<file path="src/rtl/shot_clock_pkg.sv">
// Shared definitions for the shot clock: controller states and the
// seven-segment patterns for a common-cathode digit ([6:0] = g..a).
package shot_clock_pkg;

    typedef enum logic [1:0] {
        IDLE    = 2'd0,
        RUN     = 2'd1,
        PAUSE   = 2'd2,
        EXPIRED = 2'd3
    } state_t;

    localparam logic [8:0] SEG_BLANK = 9'h000;

    localparam logic [8:0] SEG_0 = 9'h03f;
    localparam logic [8:0] SEG_1 = 9'h006;
    localparam logic [8:0] SEG_2 = 9'h05b;
    localparam logic [8:0] SEG_3 = 9'h04f;
    localparam logic [8:0] SEG_4 = 9'h066;
    localparam logic [8:0] SEG_5 = 9'h06d;
    localparam logic [8:0] SEG_6 = 9'h07d;
    localparam logic [8:0] SEG_7 = 9'h007;
    localparam logic [8:0] SEG_8 = 9'h07f;
    localparam logic [8:0] SEG_9 = 9'h06f;

    // Non-BCD codes blank the digit rather than show garbage.
    function automatic logic [8:0] seg_pattern(input logic [3:0] digit);
        case (digit)
            4'd0:    seg_pattern = SEG_0;
            4'd1:    seg_pattern = SEG_1;
            4'd2:    seg_pattern = SEG_2;
            4'd3:    seg_pattern = SEG_3;
            4'd4:    seg_pattern = SEG_4;
            4'd5:    seg_pattern = SEG_5;
            4'd6:    seg_pattern = SEG_6;
            4'd7:    seg_pattern = SEG_7;
            4'd8:    seg_pattern = SEG_8;
            4'd9:    seg_pattern = SEG_9;
            default: seg_pattern = SEG_BLANK;
        endcase
    endfunction

endpackage

</file>
<file path="src/rtl/seg7_decode.sv">
// BCD digit to 9-bit seven-segment pattern, purely combinational.
module seg7_decode
    import shot_clock_pkg::*;
(
    input  logic [3:0] bcd,
    output logic [8:0] seg
);

    // Table lookup of the segment pattern for one digit
    always_comb begin
        seg = seg_pattern(bcd);
    end

endmodule

</file>
<file path="src/rtl/shot_clock_timer.sv">
// Two-digit BCD countdown shot clock with run/pause, two reload values,
// expiry pulse, timed buzzer and optional auto-restart.
// Optional build macro SHOT_CLOCK_BLINK_EN: flash the 00 display while expired.
module shot_clock_timer
    import shot_clock_pkg::*;
#(
    parameter int CLK_DIV     = 12_000_000,
    parameter int START_VAL   = 24,
    parameter int ALT_VAL     = 14,
    parameter int BUZZ_TICKS  = 2,
    parameter int AUTO_RELOAD = 0
) (
    input  logic       CLK,
    input  logic       Reset,
    input  logic       StartPause,
    input  logic       Reload,
    input  logic       ReloadAlt,
    output logic [8:0] Seg1,
    output logic [8:0] Seg2,
    output logic       Expire,
    output logic       Buzz
);

    localparam int PRESC_W = (CLK_DIV > 2) ? $clog2(CLK_DIV) : 1;
    localparam int BUZZ_W  = $clog2(BUZZ_TICKS + 1);

    localparam logic [PRESC_W-1:0] PRESC_LAST = PRESC_W'(CLK_DIV - 1);
    localparam logic [BUZZ_W-1:0]  BUZZ_LOAD  = BUZZ_W'(BUZZ_TICKS);
    localparam logic [3:0] START_TENS = 4'(START_VAL / 10);
    localparam logic [3:0] START_ONES = 4'(START_VAL % 10);
    localparam logic [3:0] ALT_TENS   = 4'(ALT_VAL / 10);
    localparam logic [3:0] ALT_ONES   = 4'(ALT_VAL % 10);

    state_t              state_reg, state_next;
    logic [3:0]          tens_reg, tens_next;
    logic [3:0]          ones_reg, ones_next;
    logic [PRESC_W-1:0]  presc_reg, presc_next;
    logic [BUZZ_W-1:0]   buzz_cnt_reg, buzz_cnt_next;
    logic                buzz_reg, buzz_next;
    logic                expire_reg, expire_next;
    logic                presc_wrap;
    logic [PRESC_W-1:0]  presc_inc;
    logic                blank_now;
    logic [3:0]          digit_bcd [2];
    logic [8:0]          digit_seg [2];

    assign presc_wrap = (presc_reg == PRESC_LAST);
    assign presc_inc  = presc_wrap ? '0 : presc_reg + 1'b1;

`ifdef SHOT_CLOCK_BLINK_EN
    localparam logic [PRESC_W-1:0] PRESC_HALF = PRESC_W'(CLK_DIV / 2);
    assign blank_now = (state_reg == EXPIRED) && (presc_reg >= PRESC_HALF);
`else
    assign blank_now = 1'b0;
`endif

    // Controller: reloads win over run/pause; ticks decrement the BCD count
    always_comb begin
        state_next    = state_reg;
        tens_next     = tens_reg;
        ones_next     = ones_reg;
        presc_next    = presc_reg;
        buzz_next     = buzz_reg;
        buzz_cnt_next = buzz_cnt_reg;
        expire_next   = 1'b0;

        if (Reload || ReloadAlt) begin
            tens_next     = Reload ? START_TENS : ALT_TENS;
            ones_next     = Reload ? START_ONES : ALT_ONES;
            presc_next    = '0;
            buzz_next     = 1'b0;
            buzz_cnt_next = '0;
            state_next    = (state_reg == RUN) ? RUN : IDLE;
        end else begin
            case (state_reg)
                IDLE: begin
                    if (StartPause) begin
                        state_next = RUN;
                        presc_next = '0;
                    end
                end
                PAUSE: begin
                    // prescaler keeps its frozen value so the second is resumed
                    if (StartPause) begin
                        state_next = RUN;
                    end
                end
                RUN: begin
                    if (StartPause) begin
                        state_next = PAUSE;
                    end else begin
                        presc_next = presc_inc;
                        if (presc_wrap) begin
                            if (tens_reg == 4'd0 && ones_reg == 4'd1) begin
                                ones_next     = 4'd0;
                                state_next    = EXPIRED;
                                expire_next   = 1'b1;
                                buzz_next     = 1'b1;
                                buzz_cnt_next = BUZZ_LOAD;
                            end else if (ones_reg != 4'd0) begin
                                ones_next = ones_reg - 4'd1;
                            end else if (tens_reg != 4'd0) begin
                                ones_next = 4'd9;
                                tens_next = tens_reg - 4'd1;
                            end
                        end
                    end
                end
                EXPIRED: begin
                    // prescaler free-runs here to time the buzzer (and blink)
                    presc_next = presc_inc;
                    if (presc_wrap && buzz_reg) begin
                        if (buzz_cnt_reg == BUZZ_W'(1)) begin
                            buzz_next     = 1'b0;
                            buzz_cnt_next = '0;
                            if (AUTO_RELOAD != 0) begin
                                state_next = RUN;
                                tens_next  = START_TENS;
                                ones_next  = START_ONES;
                                presc_next = '0;
                            end
                        end else begin
                            buzz_cnt_next = buzz_cnt_reg - BUZZ_W'(1);
                        end
                    end
                end
                default: state_next = IDLE;
            endcase
        end
    end

    // Controller state registers
    always_ff @(posedge CLK or posedge Reset) begin
        if (Reset) begin
            state_reg    <= IDLE;
            tens_reg     <= START_TENS;
            ones_reg     <= START_ONES;
            presc_reg    <= '0;
            buzz_cnt_reg <= '0;
            buzz_reg     <= 1'b0;
            expire_reg   <= 1'b0;
        end else begin
            state_reg    <= state_next;
            tens_reg     <= tens_next;
            ones_reg     <= ones_next;
            presc_reg    <= presc_next;
            buzz_cnt_reg <= buzz_cnt_next;
            buzz_reg     <= buzz_next;
            expire_reg   <= expire_next;
        end
    end

    assign digit_bcd[0] = tens_reg;
    assign digit_bcd[1] = ones_reg;

    genvar gi;
    generate
        for (gi = 0; gi < 2; gi++) begin : g_digit
            localparam logic [3:0] RESET_DIGIT = (gi == 0) ? START_TENS : START_ONES;
            logic [8:0] seg_reg, seg_next;

            seg7_decode u_decode (
                .bcd (digit_bcd[gi]),
                .seg (digit_seg[gi])
            );

            // Pattern shown next cycle, blanked during the dark half of a blink
            always_comb begin
                seg_next = blank_now ? SEG_BLANK : digit_seg[gi];
            end

            // Display register, one cycle behind the count
            always_ff @(posedge CLK or posedge Reset) begin
                if (Reset) begin
                    seg_reg <= seg_pattern(RESET_DIGIT);
                end else begin
                    seg_reg <= seg_next;
                end
            end
        end
    endgenerate

    assign Seg1   = g_digit[0].seg_reg;
    assign Seg2   = g_digit[1].seg_reg;
    assign Expire = expire_reg;
    assign Buzz   = buzz_reg;

endmodule

</file>
<file path="config.mk">
export PLATFORM = sky130hd
export DESIGN_NAME = shot_clock_timer
export DESIGN_NICKNAME = d
export VERILOG_FILES = /design/src/rtl/shot_clock_pkg.sv /design/src/rtl/seg7_decode.sv /design/src/rtl/shot_clock_timer.sv
export SDC_FILE = /design/constraint.sdc
export NUM_CORES = 1
export LEC_CHECK = 0
export CELL_PAD_IN_SITES_DETAIL_PLACEMENT = 1
export CELL_PAD_IN_SITES_GLOBAL_PLACEMENT = 1
export CORE_ASPECT_RATIO = 1.2
export CORE_UTILIZATION = 49
export DETAILED_ROUTE_END_ITERATION = 12
export PLACE_DENSITY = 0.95
export SYNTH_ARGS = -nofsm -noshare
export SYNTH_HDL_FRONTEND = slang
export SYNTH_SLANG_ARGS = --single-unit
</file>
<file path="constraint.sdc">
create_clock -name CLK -period 6.35 [get_ports CLK]
set_input_delay 1.27 -clock CLK [delete_from_list [all_inputs] [get_ports CLK]]
set_output_delay 1.27 -clock CLK [all_outputs]
set_load 0.05 [all_outputs]
</file>
* Word level (Yosys, flattened, before mapping) *
Memory sizes are Yosys's and may differ from the RTL's. A register that Yosys moved wholly into a read port is not among the register bits.
Index checks and enable logic that the tools add are counted.

storage, ports and cells
  register bits after elaboration = 56
  bits in latches = 0
  memory bits (writable) = 0
  bits in read-only memories = 224
  input port bits = 5
  memories = 2

operators by class
  $add $sub $neg = 4
  multipliers = 0
  div/mod/pow operators = 0
  order comparisons = 0
  equality and inequality tests = 18
  shift-type cells = 0
  muxes and demuxes = 46
  bitwise gates (word level) = 0
  reduce and logical (&&, ||, !) cells = 21

memory list
  name              words  bits a word  read ports  clocked after Yosys merged registers in  wr ports  line                  text
  (name not given)  16     7            1           1                                        0         shot_clock_pkg.sv:27  case (digit)
  (name not given)  16     7            1           1                                        0         shot_clock_pkg.sv:27

operator list
  cell                                                                   count
  24-bit two-way mux                                                     4
  24-bit case mux with 3 select lines                                    1
  4-bit two-way mux                                                      14
  24-bit by 1-bit adder with 24-bit output, second input constant        1
  24-bit equality test, second input constant                            1
  2-bit two-way mux                                                      12
  4-bit nonzero test                                                     4
  3-bit != test, second input constant                                   5
  1-bit two-way mux                                                      12
  6-bit AND reduction                                                    2
  2-bit case mux with 2 select lines                                     2
  4-bit AND reduction                                                    2
  4-bit by 1-bit subtractor with 4-bit output, second input constant     2
  2-bit nonzero test                                                     3
  3-bit nonzero test                                                     2
  5-bit AND reduction                                                    1
  2-bit by 1-bit equality test with 1-bit output, second input constant  2
  2-bit equality test, second input constant                             2
  4-bit by 1-bit equality test with 1-bit output, second input constant  1
  4-bit logical NOT                                                      1
  2-bit != test, second input constant                                   2
  4-bit by 3-bit != test with 1-bit output, second input constant        1
  4-bit != test, second input constant                                   1
  3-bit by 1-bit != test with 1-bit output, second input constant        1
  other kinds (9)                                                        10

* Depth between registers and ports, before layout *
Gate-level depths: netlist of the first run.

  depth after elaboration = 8
  gate-level depth with buffers = 10
  mapped depth without buffers = 7

* Cells and area by module *
From an unflattened synthesis of the first run, not the netlist that was laid out.

unflattened totals
  cell total of the unflattened synthesis = 346
  area, all modules = 3,360.7 um2

by module, submodules not included
  module                             instances  cells each  area an instance (um2)  seq. area each (um2)
  shot_clock_timer                   1          286         2,902.8                 1,415.1
  seg7_decode (g_digit[0].u_decode)  1          31          237.7                   0.0
  seg7_decode (g_digit[1].u_decode)  1          29          220.2                   0.0

* Worst setup path before layout of the first run *
No wires, ideal clock.

  kind = input -> register
  start = input StartPause
  end = register buzz_cnt_reg[0]
  library setup time = 0.078 ns
  arrival time = 2.401 ns
  data required time = 6.272 ns
  setup slack = 3.871 ns
  stages on the path = 5
  path buffers = 0
  cell sequence = and2b_1 > a41oi_2 > nor3_2 > or4b_1 > a21oi_1

between the ends
  word-level cells in the longest chain between the ends = 2

RTL lines
  what                                  line                     text
  start: declaration                    shot_clock_timer.sv:15   input logic StartPause,
  3-bit != test (no source line)        --
  5-bit AND reduction (no source line)  --
  end signal: assignment                shot_clock_timer.sv:147  buzz_cnt_reg <= buzz_cnt_next;
  end: declaration                      shot_clock_timer.sv:38   logic [BUZZ_W-1:0] buzz_cnt_reg, buzz_cnt_next;

No other way between the ends.
A chain may end at the register's enable or synchronous reset.

* Final worst setup path of the first run *
  start = input ReloadAlt
  end = register presc_reg[20]

between the ends
  word-level cells in the longest chain between the ends = 3

RTL lines
  what                                                                  line                     text
  start: declaration                                                    shot_clock_timer.sv:17   input logic ReloadAlt,
  1-bit logical OR (*)                                                  shot_clock_timer.sv:67   if (Reload || ReloadAlt) begin
  3-bit != test (no source line) or 4-bit nonzero test (tied branches)  --
  3-bit AND reduction (no source line)                                  --
  end signal: assignment                                                shot_clock_timer.sv:146  presc_reg <= presc_next;
  end: declaration                                                      shot_clock_timer.sv:37   logic [PRESC_W-1:0] presc_reg, presc_next;

Every way passes the cells marked *; elsewhere a longest branch is shown, timed or not.

==> results by group, run 1 <==
Placed design
  – Final Wtd Congestion: 0.784
  – Worst slack, placed: between 2000 and 3000 ps
  – Port-buffer cells: 20
  – DP HPWL: around 5.3 mm

GRT
  – Gr usage total: 0.249
  – Vias in the first global route: 2596
  – Largest net degree at the start of global routing: 53
  – First-pass GRT wire length: around 12 mm
  – Congestion Overflow GR: 0
  – Initial antenna violation count: 0

Yosys
  – Synth Flop Type: dfrtp_1
  – Syn Area/Cell: ~9.6 um^2
  – Seq cells post-synth: 52
  – Post-synth top area share: 0.341
  – Synth area leader: dfrtp_1
  – Ranking of synthesized cells by area: dfrtp_1 34%, dfstp_2 9.6%, ha_1 7.5%
  – Post-synthesis sequential area ratio: 0.436
  – Post-synth cell types: between 60 and 70
  – Post-synth ARST share: 1.00
  – Yosys warns: 0
  – Synth Instances: ~310
  – Synthesized area: 0.00301 mm^2
  – Number of synthesized flops with an enable pin: 0

Critical path
  – CP startpoint: ReloadAlt
  – Critical path type: input pin to flip-flop
  – Startpoint Class: input pin
  – R2r worst-path depth: 7
  – Worst R2R Start: state_reg[1]
  – Critical Path AT: around 3500 ps
  – Required @ worst endpoint: around 6600 ps
  – Crit path max fanout: 16
  – Crit. End Element: flip-flop

Finish
  – Largest register FFs: 24
  – Area Growth Syn to Fin: 10.4%
  – ANT cells: 0
  – Fraction of layout cells with a size suffix above 1: 0.103
  – Final #Nets: 351

Timing
  – Clock Skew: between 5 and 6 ps
  – Worst Tran Pin Value: around 1100 ps
  – Final Hold Fails: 0
  – Fmax achieved: ~300 MHz
  – # setup viols final: 0
  – Fin. max-slew vios: 0
  – Slew margin rel.: 0.291
  – Period utilization: 0.514
  – Setup TNS: 0 ps
  – Minimum clock period: approximately 3300 ps
  – Min setup slack post-route: ~3100 ps
  – Unrepaired setup endpoints after global routing: no

Floorplanning
  – Die width: 73.6 um
  – Die height: roughly 90 um
  – Die area: 0.00647 mm^2
  – Rows: 30
  – Starting Density: 0.521
  – IO Count: 25
  – Core ar.: roughly 0.0058 mm^2

Clock network
  – CTS tree: yes
  – Root buf cell: clkbuf_8
  – Hold buffer count at cts: 0
  – CTS sink cnt: 52
  – Post-CTS Setup Inserts: 0
  – Clock buffer count from CTS: 5
  – Clock Latency Late Sink: 310 ps
  – Post_cts resized: 0
  – Clk slew on worst S/H paths: roughly 90 ps
  – H-tree lvl count: 2
  – Maximum clock insertion buffer count: 2

Drt
  – Pre-antenna DRT Iters: 4
  – Post-route antenna net violation count: 0
  – WL per Instance: around 18 um
  – DRC errors left: 0
  – Post-DR vias/cell: between 5 and 6
  – Initial DRC count: 97
  – Drt total wl: between 7 and 8 mm
  – Routed vias: ~2400

Pwr
  – Peak VDD IR: ~0.00011 V
  – Pwr Density: between 200 and 250 mW/mm^2
  – Pleak: ~1.4 nW

Min path
  – Hold WC Path Type: flip-flop to flip-flop
  – Hold_sp: presc_reg[1]
  – Hold depth: 2

Status
  – Status: finished clean

Job
  – Maxcap violations: 0
==> area by class of cell <==
class | count | area, um^2
timing repair buffer | 20 | 200
fill | 671 | 2450
clock buffer | 8 | 90.1
multi-input combinational | 232 | 1560
tap | 80 | 100
sequential | 52 | 1320
inverter | 17 | 63.8
==> critical path, cell delays in order <==
cell             delay, ps
clkdlybuf4s50_1        470
nor2_1                 450
o21ai_0                310
a21oi_2                490
nor2_2                 260
a211oi_1               230
==> cell usage in the layout, fill, tap and decap left out, types with 4 or more instances in the layout <==
cell type,count
a21oi_1,20
a31oi_1,11
and3_1,8
and4_1,5
clkbuf_8,6
clkdlybuf4s50_1,20
conb_1,4
dfrtp_1,41
dfstp_2,11
ha_1,18
inv_1,16
mux2i_1,7
nand2_1,19
nand2b_1,8
nand3_1,9
nand4_1,11
nor2_1,25
nor3_1,7
o21ai_0,20
or3_1,5
xnor2_1,4
xor2_1,6
==> per-layer routing <==
| metal | routed length (um) | vias to the layer above | GRT usage |
|---|---|---|---|
| met2 | 3920 | 53 | 0.478 |
| met5 | 0 | - | 0 |
| met1 | 2850 | 1221 | 0.270 |
| met3 | 190 | 20 | 0.0345 |
| met4 | 211 | 0 | 0.103 |
| li1 | - | 1151 | - |
==> synthesized netlist by cell type (6+ instances only) <==
cell type	count
a21oi_1	20
a31oi_1	11
and3_1	8
dfrtp_1	41
dfstp_2	11
ha_1	18
inv_1	17
mux2i_1	7
nand2_1	19
nand2b_1	8
nand3_1	9
nand4_1	11
nor2_1	25
nor3_1	7
o21ai_0	20
xor2_1	6
==> logic make-up after synthesis <==
group,Yosys count,share of synthesized area
buf+inv,32,0.0507
simple gates,120,0.235
xor+xnor,10,0.0291
other cells,1,0.00124
flops,52,0.436
compound gates,73,0.150
fa+ha+maj,18,0.0748
mux,7,0.0233
==> through the flow <==
stage | std cells | util | cell area, um^2 | power, W | hold slack (ps)
after CTS | 409 | 0.575 | 3330 | 0.000676 | 512
final | 409 | 0.575 | 3330 | 0.000673 | 504
after detailed placement | 401 | 0.560 | 3240 | 0.000481 | 490
after floorplan | 316 | - | 3020 | 0.000454 | 464
after global routing | 409 | 0.575 | 3330 | 0.000698 | 550
after global placement | 401 | 0.560 | 3240 | 0.000473 | 482
==> worst paths after layout <==
check	endpoint	slack, ps
max in group asynchronous	presc_reg[17]	4160
worst min register to register	presc_reg[1]	500
worst max-delay path	presc_reg[20]	3090
worst max register to register	presc_reg[23]	3880
worst min-delay path	presc_reg[1]	500
min in group asynchronous	presc_reg[8]	1540
==> power breakdown <==
group / leakage [nW] / internal (W) / switching [W]
Sequential: 0.681 / 0.000342 / 0.00000914
Combinational: 0.656 / 0.0000374 / 0.0000893
Clock: 0.0455 / 0.0000892 / 0.000106
Total: 1.38 / 0.000468 / 0.000205
No activity file was read; power rests on OpenSTA's default activity.
==> inputs of run 2 (changes only) <==
--- a/config.mk
+++ b/config.mk
@@ -8,9 +8,9 @@
 export CELL_PAD_IN_SITES_DETAIL_PLACEMENT = 1
 export CELL_PAD_IN_SITES_GLOBAL_PLACEMENT = 1
 export CORE_ASPECT_RATIO = 1.2
-export CORE_UTILIZATION = 49
+export CORE_UTILIZATION = 41
 export DETAILED_ROUTE_END_ITERATION = 12
-export PLACE_DENSITY = 0.95
+export PLACE_DENSITY = 0.86
 export SYNTH_ARGS = -nofsm -noshare
 export SYNTH_HDL_FRONTEND = slang
 export SYNTH_SLANG_ARGS = --single-unit
==> constraint.sdc (replaced) <==
create_clock -name CLK -period 2.65 [get_ports CLK]
set_input_delay 0.53 -clock CLK [delete_from_list [all_inputs] [get_ports CLK]]
set_output_delay 0.53 -clock CLK [all_outputs]
set_load 0.05 [all_outputs]
==> results by group, run 2 (same netlist as run 1, synthesis figures left out) <==
Floorplanning
  – Rows: 33 (was 30)
  – Die height: 95.9 um (was 87.9 um)
  – Die width: 80.3 um (was 73.6 um)
  – IO Count: 25 (unchanged)
  – Core ar.: 0.00698 mm^2 (was 0.00578 mm^2)
  – Die area: 0.00770 mm^2 (was 0.00647 mm^2)
  – Starting Density: 0.432 (was 0.521)

Placed design
  – Worst slack, placed: 217 ps (was 2800 ps)
  – Port-buffer cells: 20 (unchanged)
  – DP HPWL: 5.30 mm (was 5.29 mm)
  – Final Wtd Congestion: 0.831 (was 0.784)
  – Placed Area: 0.00330 mm^2 (was 0.00324 mm^2)

Drt
  – WL per Instance: 17.4 um (was 17.6 um)
  – Initial DRC count: 127 (was 97)
  – Post-DR vias/cell: 5.82 (was 5.98)
  – DRC errors left: 0 (unchanged)
  – Post-route antenna net violation count: 0 (unchanged)
  – Routed vias: 2455 (was 2445)
  – Pre-antenna DRT Iters: 5 (was 4)
  – Drt total wl: 7.34 mm (was 7.18 mm)

Critical path
  – Crit path max fanout: 5 (was 16)
  – Required @ worst endpoint: 2890 ps (was 6570 ps)
  – Critical path type: flip-flop to flip-flop (was input pin to flip-flop)
  – Reg2reg setup slack: 300 ps (was 3880 ps)
  – Startpoint Class: flip-flop (was input pin)
  – Critical Path AT: 2590 ps (was 3480 ps)
  – Crit. End Element: flip-flop (unchanged)

Finish
  – ANT cells: 0 (unchanged)
  – Final core utilization: 0.496 (was 0.575)
  – Filler cell count: 789 (was 671)
  – Fraction of layout cells with a size suffix above 1: 0.125 (was 0.103)
  – Area Growth Syn to Fin: 14.9% (was 10.4%)
  – Final #Nets: 357 (was 351)
  – Cell area after layout: 0.00346 mm^2 (was 0.00333 mm^2)
  – Commonest cells after routing, fill and taps aside: 41 x dfrtp_1, 25 x nor2_1, 20 x o21ai_0, 20 x a21oi_1, 20 x clkdlybuf4s50_1 (unchanged)
  – Most common cell after layout, fill and taps aside: dfrtp_1 (unchanged)
  – Largest register FFs: 24 (unchanged)

Clock network
  – Clk slew on worst S/H paths: 100 ps (was 90 ps)
  – Post_cts resized: 0 (unchanged)
  – Root buf cell: clkbuf_8 (unchanged)
  – Clock Latency Late Sink: 310 ps (about the same)
  – Maximum clock insertion buffer count: 2 (unchanged)
  – H-tree lvl count: 2 (unchanged)
  – CTS tree: yes (unchanged)
  – Post-CTS Setup Inserts: 0 (unchanged)
  – Clock buffer count from CTS: 5 (unchanged)
  – Hold buffer count at cts: 0 (unchanged)
  – CTS sink cnt: 52 (unchanged)

Timing
  – Clock Skew: 10.9 ps (was 5.80 ps)
  – Slew margin rel.: 0.558 (was 0.291)
  – Final Hold Fails: 0 (unchanged)
  – Min setup slack post-route: 299 ps (was 3090 ps)
  – Worst Tran Pin Value: 662 ps (was 1060 ps)
  – Fmax achieved: approximately 430 MHz
  – Period utilization: 0.887
  – Setup TNS: 0 ps (unchanged)
  – # setup viols final: 0 (unchanged)
  – Minimum clock period: between 2000 and 2500 ps
  – Unrepaired setup endpoints after global routing: no (unchanged)
  – Fin. max-slew vios: 0 (unchanged)

GRT
  – GRT busiest layer: met2 (unchanged)
  – Vias in the first global route: 2597 (was 2596)
  – Grt met2 use: 0.396 (was 0.478)
  – Gr usage total: 0.211 (was 0.249)
  – Congestion Overflow GR: 0 (unchanged)
  – First-pass GRT wire length: 12.6 mm (was 12.2 mm)
  – Initial antenna violation count: 0 (unchanged)
  – Met1 Usage GRT: 0.241 (was 0.270)
  – Largest net degree at the start of global routing: 35 (was 53)
  – Grt met3 use: 0.0227 (was 0.0345)

Pwr
  – Peak VDD IR: 0.000231 V (was 0.000107 V)
  – Pleak: 1.45 nW (was 1.38 nW)
  – Pwr Density: 552 mW/mm^2 (was 202 mW/mm^2)

Status
  – Status: finished clean (unchanged)

Job
  – Maxcap violations: 0 (unchanged)

Min path
  – Hold WC Path Type: flip-flop to flip-flop (unchanged)
run 2: where the power goes:
part           total (W)  leakage [nW]  switching, W  internal (W)
combinational   0.000317         0.690      0.000213      0.000104
clock           0.000754        0.0784      0.000282      0.000472
sequential      0.000840         0.681     0.0000209      0.000819
total            0.00191          1.45      0.000515       0.00139
run 2: worst max-delay path, cell delays in order, from the launching register on:
cell and delay [ps]:
dfrtp_1 440, inv_1 180, ha_1 280, nor3b_4 310, a41oi_2 200, nor3_2 240, or4b_1 470, a21oi_1 170
run 2: path summary, 6_finish.rpt:
kind                                    to          from  cells after the start
max                        buzz_cnt_reg[0]   tens_reg[0]                      7
min                           presc_reg[0]  presc_reg[0]                      1
max reg2reg                buzz_cnt_reg[0]   tens_reg[0]                      7
min reg2reg                   presc_reg[0]  presc_reg[0]                      1
max in group asynchronous      ones_reg[2]         Reset                      3
min in group asynchronous      tens_reg[0]         Reset                      2
run 2: stage by stage:
| step | power, W | hold slack [ps] | cells |
|---|---|---|---|
| final | 0.00191 | 509 | 422 |
| after global routing | 0.00200 | 553 | 422 |
| after CTS | 0.00192 | 515 | 422 |
| after detailed placement | 0.00117 | 498 | 414 |
| after global placement | 0.00116 | 479 | 414 |
| after floorplan | 0.00109 | 464 | 316 |
run 2: final cells by class:
cell class	count	area, um^2	share of cell area
timing repair buffer	26	258	0.0745
inverter	17	63.8	0.0184
sequential	52	1320	0.380
clock inverter	3	90.1	0.0260
tap	87	109	0.0315
multi-input combinational	232	1560	0.450
clock buffer	5	68.8	0.0199
run 2: routing by layer:
metal  up-vias  routed length, um
met1      1232               3160
met3        15                146
met2        42               3890
li1       1166                  -
met5         -                  0
met4         0                140
